**src/rtl/pattern_busy_timer_if.sv**
```systemverilog
// Sorter-side link: winning pattern/key in, per-group busy back out to the sorter.
interface pattern_busy_timer_if #(
  parameter int MXCFEB  = 7,
  parameter int MXKEYBX = 8,
  parameter int MXPATB  = 7
);
  logic [MXPATB-1:0]  best_pat;
  logic [MXKEYBX-1:0] best_key;
  logic               best_bsy;
  logic [MXCFEB-1:0]  bsy;

  modport master (output best_pat, output best_key, output best_bsy, input bsy);
  modport slave  (input best_pat, input best_key, input best_bsy, output bsy);
endinterface

```
**src/rtl/pattern_busy_timer.sv**
```systemverilog
// Qualifies the sorter winner, registers it as the CLCT candidate and runs the
// per-group dead-time counters that feed busy back to the sorter.
module pattern_busy_timer #(
  parameter int MXCFEB  = 7,
  parameter int MXKEYB  = 5,
  parameter int MXKEYBX = 8,
  parameter int MXPATB  = 7,
  parameter int MXDEADB = 4,
  parameter int SPAN    = 4
) (
  input  logic                clock,
  input  logic                reset,
  input  logic                enable,
  input  logic [2:0]          hit_thresh,
  input  logic [MXDEADB-1:0]  dead_time,
  pattern_busy_timer_if.slave sorter,
  output logic                clct_vld,
  output logic [MXPATB-1:0]   clct_pat,
  output logic [MXKEYBX-1:0]  clct_key,
  output logic [15:0]         trig_count
);

  localparam int GRPB = MXKEYBX - MXKEYB;
  // Neighbour windows; SPAN = 0 makes both comparisons unsatisfiable.
  localparam logic [MXKEYB:0] SPAN_LO = (MXKEYB+1)'(SPAN);
  localparam logic [MXKEYB:0] SPAN_HI = (MXKEYB+1)'((2**MXKEYB) - SPAN);

  logic [GRPB-1:0]   grp;
  logic [MXKEYB:0]   k_ext;
  logic              accept;
  logic [MXCFEB-1:0] load;
  logic [MXCFEB-1:0] bsy_vec;

  assign grp    = sorter.best_key[MXKEYBX-1:MXKEYB];
  assign k_ext  = {1'b0, sorter.best_key[MXKEYB-1:0]};
  assign accept = enable & ~sorter.best_bsy
                & (sorter.best_pat[MXPATB-1:4] >= hit_thresh)
                & ({1'b0, grp} < (GRPB+1)'(MXCFEB));

  genvar gi;
  generate
    for (gi = 0; gi < MXCFEB; gi++) begin : g_grp
      logic [MXDEADB-1:0] cnt_reg;
      logic               from_upper;
      logic               from_lower;

      // Winner in the next group up, near its low edge, also blocks this group.
      if (gi + 1 < MXCFEB) begin : g_up
        assign from_upper = (grp == GRPB'(gi + 1)) & (k_ext < SPAN_LO);
      end else begin : g_no_up
        assign from_upper = 1'b0;
      end

      if (gi > 0) begin : g_dn
        assign from_lower = (grp == GRPB'(gi - 1)) & (k_ext >= SPAN_HI);
      end else begin : g_no_dn
        assign from_lower = 1'b0;
      end

      assign load[gi] = accept & ((grp == GRPB'(gi)) | from_upper | from_lower);

      always_ff @(posedge clock) begin
        if (reset) begin
          cnt_reg <= '0;
        end else if (load[gi]) begin
          cnt_reg <= dead_time;
        end else if (cnt_reg != '0) begin
          cnt_reg <= cnt_reg - 1'b1;
        end
      end

      assign bsy_vec[gi] = (cnt_reg != '0);
    end
  endgenerate

  assign sorter.bsy = bsy_vec;

  always_ff @(posedge clock) begin
    if (reset) begin
      clct_vld   <= 1'b0;
      clct_pat   <= '0;
      clct_key   <= '0;
      trig_count <= '0;
    end else begin
      clct_vld <= accept;
      clct_pat <= accept ? sorter.best_pat : '0;
      clct_key <= accept ? sorter.best_key : '0;
      if (accept && trig_count != 16'hFFFF) begin
        trig_count <= trig_count + 16'd1;
      end
    end
  end

endmodule

```
**src/flat_wrapper.sv**
```systemverilog
// flat-port wrapper written by rule: the top's interface ports become plain ports
module pattern_busy_timer_flat 
#(
  parameter int MXCFEB  = 7,
  parameter int MXKEYB  = 5,
  parameter int MXKEYBX = 8,
  parameter int MXPATB  = 7,
  parameter int MXDEADB = 4,
  parameter int SPAN    = 4
)
  (clock, reset, enable, hit_thresh, dead_time, clct_vld, clct_pat, clct_key, trig_count, sorter_best_pat, sorter_best_key, sorter_best_bsy, sorter_bsy);
  pattern_busy_timer_if #(.MXCFEB(MXCFEB), .MXKEYBX(MXKEYBX), .MXPATB(MXPATB)) sorter_i ();
  input  logic clock;
  input  logic reset;
  input  logic enable;
  input  logic [2:0] hit_thresh;
  input  logic [MXDEADB-1:0] dead_time;
  output logic clct_vld;
  output logic [MXPATB-1:0] clct_pat;
  output logic [MXKEYBX-1:0] clct_key;
  output logic [15:0] trig_count;
  input wire logic [$bits(sorter_i.best_pat)-1:0] sorter_best_pat;
  input wire logic [$bits(sorter_i.best_key)-1:0] sorter_best_key;
  input wire logic [$bits(sorter_i.best_bsy)-1:0] sorter_best_bsy;
  output wire logic [$bits(sorter_i.bsy)-1:0] sorter_bsy;
  assign sorter_i.best_pat = sorter_best_pat;
  assign sorter_i.best_key = sorter_best_key;
  assign sorter_i.best_bsy = sorter_best_bsy;
  assign sorter_bsy = sorter_i.bsy;
  pattern_busy_timer #(.MXCFEB(MXCFEB), .MXKEYB(MXKEYB), .MXKEYBX(MXKEYBX), .MXPATB(MXPATB), .MXDEADB(MXDEADB), .SPAN(SPAN)) u_core (.clock(clock), .reset(reset), .enable(enable), .hit_thresh(hit_thresh), .dead_time(dead_time), .sorter(sorter_i), .clct_vld(clct_vld), .clct_pat(clct_pat), .clct_key(clct_key), .trig_count(trig_count));
endmodule
```
**config.mk**
```make
export PLATFORM = sky130hd
export DESIGN_NAME = pattern_busy_timer_flat
export DESIGN_NICKNAME = d
export VERILOG_FILES = /design/src/rtl/pattern_busy_timer_if.sv /design/src/rtl/pattern_busy_timer.sv /design/src/flat_wrapper.sv
export SDC_FILE = /design/constraint.sdc
export NUM_CORES = 1
export LEC_CHECK = 0
export CAP_MARGIN = 20
export CELL_PAD_IN_SITES_DETAIL_PLACEMENT = 0
export CELL_PAD_IN_SITES_GLOBAL_PLACEMENT = 2
export CORE_AREA = 3 3 102 104
export DETAILED_ROUTE_END_ITERATION = 8
export DIE_AREA = 0 0 105 107
export GPL_ROUTABILITY_DRIVEN = 0
export PLACE_DENSITY = 0.89
export SLEW_MARGIN = 15
export SYNTH_ARGS = -nofsm -noshare
export SYNTH_HDL_FRONTEND = slang
export SYNTH_SLANG_ARGS = --single-unit
```
**constraint.sdc**
```tcl
create_clock -name clock -period 3.3 [get_ports clock]
set_clock_uncertainty 0.05 [all_clocks]
set_input_delay 0.825 -clock clock [delete_from_list [all_inputs] [get_ports clock]]
set_output_delay 0.825 -clock clock [all_outputs]
set_load 0.05 [all_outputs]
```
**Word level (Yosys, flattened, before mapping)**

Index checks and enable logic that the tools add are counted.

- Flip-flop bits (word level): 60
- Bits in latches: 0
- RAM bits: 0
- Memory bits (read-only): 0
- Output and inout bits: 39
- Memories: 0

- Add/subtract/negate cells: 8
- Multipliers: 0
- Divide/modulo/power cells: 0
- Magnitude comparators: 4
- Equal/unequal tests: 7
- Shift operators: 0
- Mux-type cells: 14
- Bitwise logic cells: 36
- Reduce and logical (&&, ||, !) cells: 17

Operators with widths:

| kind | count |
|---|---|
| $mux 4 | 14 |
| $reduce_bool 4->1 | 7 |
| $sub 4x1->4 const B | 7 |
| $and 1x1->1 | 22 |
| $add 16x1->16 const B | 1 |
| $ne 16x16->1 const B | 1 |
| $reduce_bool 2->1 | 7 |
| $or 1x1->1 | 12 |
| $eq 3x3->1 const B | 3 |
| $eq 3x2->1 const B | 2 |
| $ge 5x5->1 const B | 1 |
| $lt 5x3->1 const B | 1 |
| $eq 3x1->1 const B | 1 |
| $ge 3x3->1 | 1 |
| $logic_not 3->1 | 1 |
| $lt 3x3->1 const B | 1 |
| $not 1->1 | 2 |
| $reduce_or 2->1 | 1 |
| $logic_and 1x1->1 | 1 |

**Longest topological paths before layout**

- Depth after elaboration: 6
- Depth in mapped cells: 9
- Depth with buffers taken out: 7

**Worst setup path after synthesis**

No wires, ideal clock.

- Path type: input port to flip-flop
- From: input hit_thresh[2]
- To: register u_core.trig_count[13]
- Library setup time: 70 ps
- Arrival time: 2,210 ps
- Required time: 3,180 ps
- Path slack: 969 ps
- Stages: 8
- Cell sequence: inv_1 -> ha_1 -> nand2_1 -> o21ai_1 -> clkbuf_1 -> nand4_1 -> or3_1 -> a21oi_1

- Longest elaborated chain between the ends: 4

RTL lines:

| what | line | text |
|---|---|---|
| start: declaration | flat_wrapper.sv:16 | `input logic [2:0] hit_thresh;` |
| $ge 3x3->1 | pattern_busy_timer.sv:37 | `& (sorter.best_pat[MXPATB-1:4] >= hit_thresh)` |
| $and 1x1->1 | pattern_busy_timer.sv:37 |  |
| $and 1x1->1 | pattern_busy_timer.sv:38 | `& ({1'b0, grp} < (GRPB+1)'(MXCFEB));` |
| $logic_and 1x1->1 | pattern_busy_timer.sv:88 | `if (accept && trig_count != 16'hFFFF) begin` |
| end signal: assignment | pattern_busy_timer.sv:89 | `trig_count <= trig_count + 16'd1;` |
| end: declaration | pattern_busy_timer.sv:20 | `output logic [15:0] trig_count` |

No other way between the ends.
A chain may end at the register's enable or synchronous reset.

**Final worst setup path**

- From: register u_core.g_grp[6].cnt_reg[0]
- To: output sorter_bsy[6]

- Longest elaborated chain between the ends: 1

RTL lines:

| what | line | text |
|---|---|---|
| start: declaration | pattern_busy_timer.sv:43 | `logic [MXDEADB-1:0] cnt_reg;` |
| start signal: assignment | pattern_busy_timer.sv:66 | `cnt_reg <= dead_time;` |
| start signal: assignment | pattern_busy_timer.sv:68 | `cnt_reg <= cnt_reg - 1'b1;` |
| $reduce_bool 4->1 | pattern_busy_timer.sv:72 | `assign bsy_vec[gi] = (cnt_reg != '0);` |
| end: declaration | flat_wrapper.sv:25 | `output wire logic [$bits(sorter_i.bsy)-1:0] sorter_bsy;` |

No other way between the ends.

==> flow_summary.json <==
{
  "run_status": "complete, no violations",
  "worstSetupStartpoint": "u_core.g_grp[6].cnt_reg[0]$_SDFFE_PP0P_",
  "fillCellCount": 982,
  "crit_chain": "inv_1 -> ha_1 -> nor3b_1 -> buf_4 -> inv_1 -> clkdlybuf4s50_1",
  "fin_crit_share_pct": 90.66,
  "post-cts-setup-buffer-count": 0,
  "share_of_final_layout_standard_cells_stronger_than_drive_strength_1_pct": 7.390,
  "worstReg2RegStart": "u_core.trig_count[0]$_SDFFE_PP0P_",
  "fin_setup_tns_ns": 0,
  "drt_wl_total_um": 7120,
  "post-synth-top-area-fraction_pct": 39.25,
  "cells_after_dpl": 550,
  "clock-root-buffer": "clkbuf_8",
  "post_drt_via_cell_ratio": 4.742,
  "layoutNonFillerInstCount": 566,
  "yosysSeqAreaShare_pct": 39.25,
  "cts_max_path_buffers": 2,
  "remaining_drc_errors": 0,
  "setup_slack_ns": 0.3084,
  "cts.clk_slew.worst_paths_ns": 0.07,
  "finalSetupViolations": 0,
  "leak_pwr_nw": 1.661,
  "synth.ff_latch_count": 60,
  "worst_ep_arrival_time_ns": 2.12,
  "critical_path.most_common_cell": "inv_1",
  "grt_remaining_overflow": 0,
  "global_route.usage.total_pct": 13.35,
  "antenna_cells": 0,
  "slew_violations": 0,
  "synth_ff_type": "dfxtp_1",
  "area.sequential_um2": 1201,
  "final_area_um2": 4101,
  "final.min_clock_period_ns": 2.992,
  "hold_path_class": "reg -> reg",
  "ctsHoldBuffers": 0,
  "final_hold_viol_count": 0,
  "core_area_um2": 9639,
  "footprint_of_the_multi_input_gates_um2": 1712,
  "synth.area.top_cells": "dfxtp_1, ha_1, mux2i_1, nor2_1, xnor2_1",
  "post_syn_area_um2": 3060,
  "die-height_um": 107,
  "design.final.nets": 472,
  "synthCells": 354,
  "chipWidth_um": 105,
  "detailed_place.area_um2": 3895,
  "clock_latency_ns": 0.34,
  "vdd_drop_max_uv": 659.5,
  "largest_reg_flops": 28,
  "cts-buffers-inserted": 9,
  "vias_in_the_first_global_route": 2608,
  "cts_resized": 0,
  "cp_slowest_stage_delay_ns": 0.79,
  "number_of_antenna_violations_at_the_first_check_in_global_routing": 0,
  "dr_total_vias": 2684,
  "io_pins": 65,
  "grt_first_pass_wirelength_um": 12320,
  "holdWs_ns": 0.4761,
  "yosysUniqueCellTypes": 40,
  "flow.area_growth_from_synthesis_pct": 34.01,
  "slowest_stage": "clkdlybuf4s50_1",
  "dp_slack_ns": 0.3437,
  "rrSetupSlack_ns": 1.03,
  "worst_r2r_endpoint": "u_core.trig_count[7]$_SDFFE_PP0P_",
  "reg2regPathDepth": 6,
  "place.detailed.hpwl_um": 5129,
  "path_class": "reg -> out",
  "async_flop_share_pct": 0,
  "cap_violations": 0,
  "rsz0062_at_grt": "no",
  "timing.slew.headroom_pct": 56.92,
  "crit_path_start_kind": "register",
  "htree_num_levels": 3,
  "worstMarginPinSlew_ns": 0.6438,
  "cts.sink_count": 60,
  "wl_per_cell_um": 12.58,
  "rows": 36,
  "die-area_um2": 11240,
  "net_count_synth": 398,
  "cp-endpoint": "sorter_bsy[6]",
  "port_buffers": 64,
  "timing.critical_path.fanout_max": 5,
  "yosysTopAreaCell": "dfxtp_1",
  "detailedRoute.firstPassIterationCount": 4,
  "synth.yosys.warnings": 0,
  "floorplan.initialDensity_pct": 31.75,
  "tritoncts": "built",
  "route.antenna.remaining_nets": 0,
  "cell_area_power_density_nw_per_um2": 754.1,
  "report.power.total_mw": 3.093,
  "postSynthAreaPerCell_um2": 8.645,
  "maximum_number_of_pins_on_one_net_before_global_route_repair": 48,
  "achievable-frequency_ghz": 0.3343,
  "detail_route.iter0.violations": 87,
  "worst-endpoint-required_ns": 2.42,
  "end_kind": "primary output",
  "final_standard_cell_utilization_of_the_core_pct": 42.55,
  "synth_enable_flop_cells": 0
}
## cell usage after synthesis, types with 8 or more instances
master,instances
o21ai_0,13
ha_1,18
nand2_1,14
or3_1,12
dfxtp_1,60
o31ai_1,8
a21oi_1,24
nand4_1,9
and2_1,14
mux2i_1,21
xnor2_1,14
clkbuf_1,8
inv_1,28
nand3_1,8
nor3_1,12
nor2_1,39
## metal layers
metal | GRT usage, % | part of all wire (%) | vias to the layer above | routed length (um)
li1 | - | - | 1395 | -
met1 | 17.01 | 47 | 1223 | 3330
met2 | 21.72 | 47 | 57 | 3343
met3 | 3.974 | 5.0 | 9 | 358
met4 | 4.217 | 1.3 | 0 | 89
met5 | 0 | 0 | - | 0
## final cells by class
type | instances | share of cell area (%)
clock inverters | 6 | 1.556
repair buffers | 74 | 17.45
well taps | 133 | 4.057
clock buffers | 10 | 3.356
inverters | 28 | 2.563
multi-input cells | 255 | 41.73
flip-flops and latches | 60 | 29.29
## cell usage in the layout, fill, tap and decap left out, types with 2 or more instances in the layout
master	Yosys	layout
clkdlybuf4s50_1	0	64
nand4b_1	2	2
dfxtp_1	60	60
inv_1	28	28
o21ai_0	13	13
clkinvlp_4	0	2
xnor2_1	14	14
nor3_1	12	12
a211oi_1	7	7
nor3b_1	7	6
nor2_1	39	39
and4_1	3	3
or3_1	12	12
clkbuf_8	0	10
clkinv_2	0	2
and2_1	14	14
or4_1	7	7
nor2b_1	2	2
nand2b_1	4	4
ha_1	18	18
buf_4	1	10
nand3_1	8	8
and3_1	3	3
o31ai_1	8	8
mux2i_1	21	21
nand4_1	9	9
nand2_1	14	14
a21oi_1	24	24
## worst min-delay path by stage
stage	from	end	slack (ns)	cells after the start
after floorplan	u_core.g_grp[2].cnt_reg[3]$_SDFFE_PP0P_	u_core.g_grp[2].cnt_reg[3]$_SDFFE_PP0P_	0.48	2
after CTS	u_core.trig_count[15]$_SDFFE_PP0P_	u_core.trig_count[15]$_SDFFE_PP0P_	0.47	2
after detailed placement	u_core.trig_count[15]$_SDFFE_PP0P_	u_core.trig_count[15]$_SDFFE_PP0P_	0.46	2
after global routing	u_core.trig_count[6]$_SDFFE_PP0P_	u_core.trig_count[6]$_SDFFE_PP0P_	0.51	2
after global placement	u_core.trig_count[11]$_SDFFE_PP0P_	u_core.trig_count[11]$_SDFFE_PP0P_	0.44	2
final	u_core.trig_count[15]$_SDFFE_PP0P_	u_core.trig_count[15]$_SDFFE_PP0P_	0.48	2
## power breakdown
part / switching (mW) / internal [mW] / leakage, nW
sequential: 0.104 / 0.865 / 0.490
clock: 0.300 / 0.367 / 0.0983
combinational: 0.792 / 0.664 / 1.07
total: 1.20 / 1.90 / 1.66
## critical path: cells and delay by family (launching register included)
family / cells / cell delay, ns
fa+ha+maj: 1 / 0.21
buf+inv: 4 / 1.06
flops: 1 / 0.36
simple gates: 1 / 0.14
## logic make-up (layout without fill, tap and decap cells)
group | Yosys count | in the layout | share of synthesized area (%)
AO/OA/AOI/OAI | 61 | 61 | 12.18
flip-flops | 60 | 60 | 39.25
multiplexers | 22 | 22 | 7.236
adder cells (fa/ha/maj) | 18 | 18 | 7.359
XOR/XNOR | 14 | 14 | 4.007
buffers and inverters | 39 | 118 | 4.988
AND/OR/NAND/NOR | 140 | 140 | 24.98
Power figures use the tool's default switching activity.
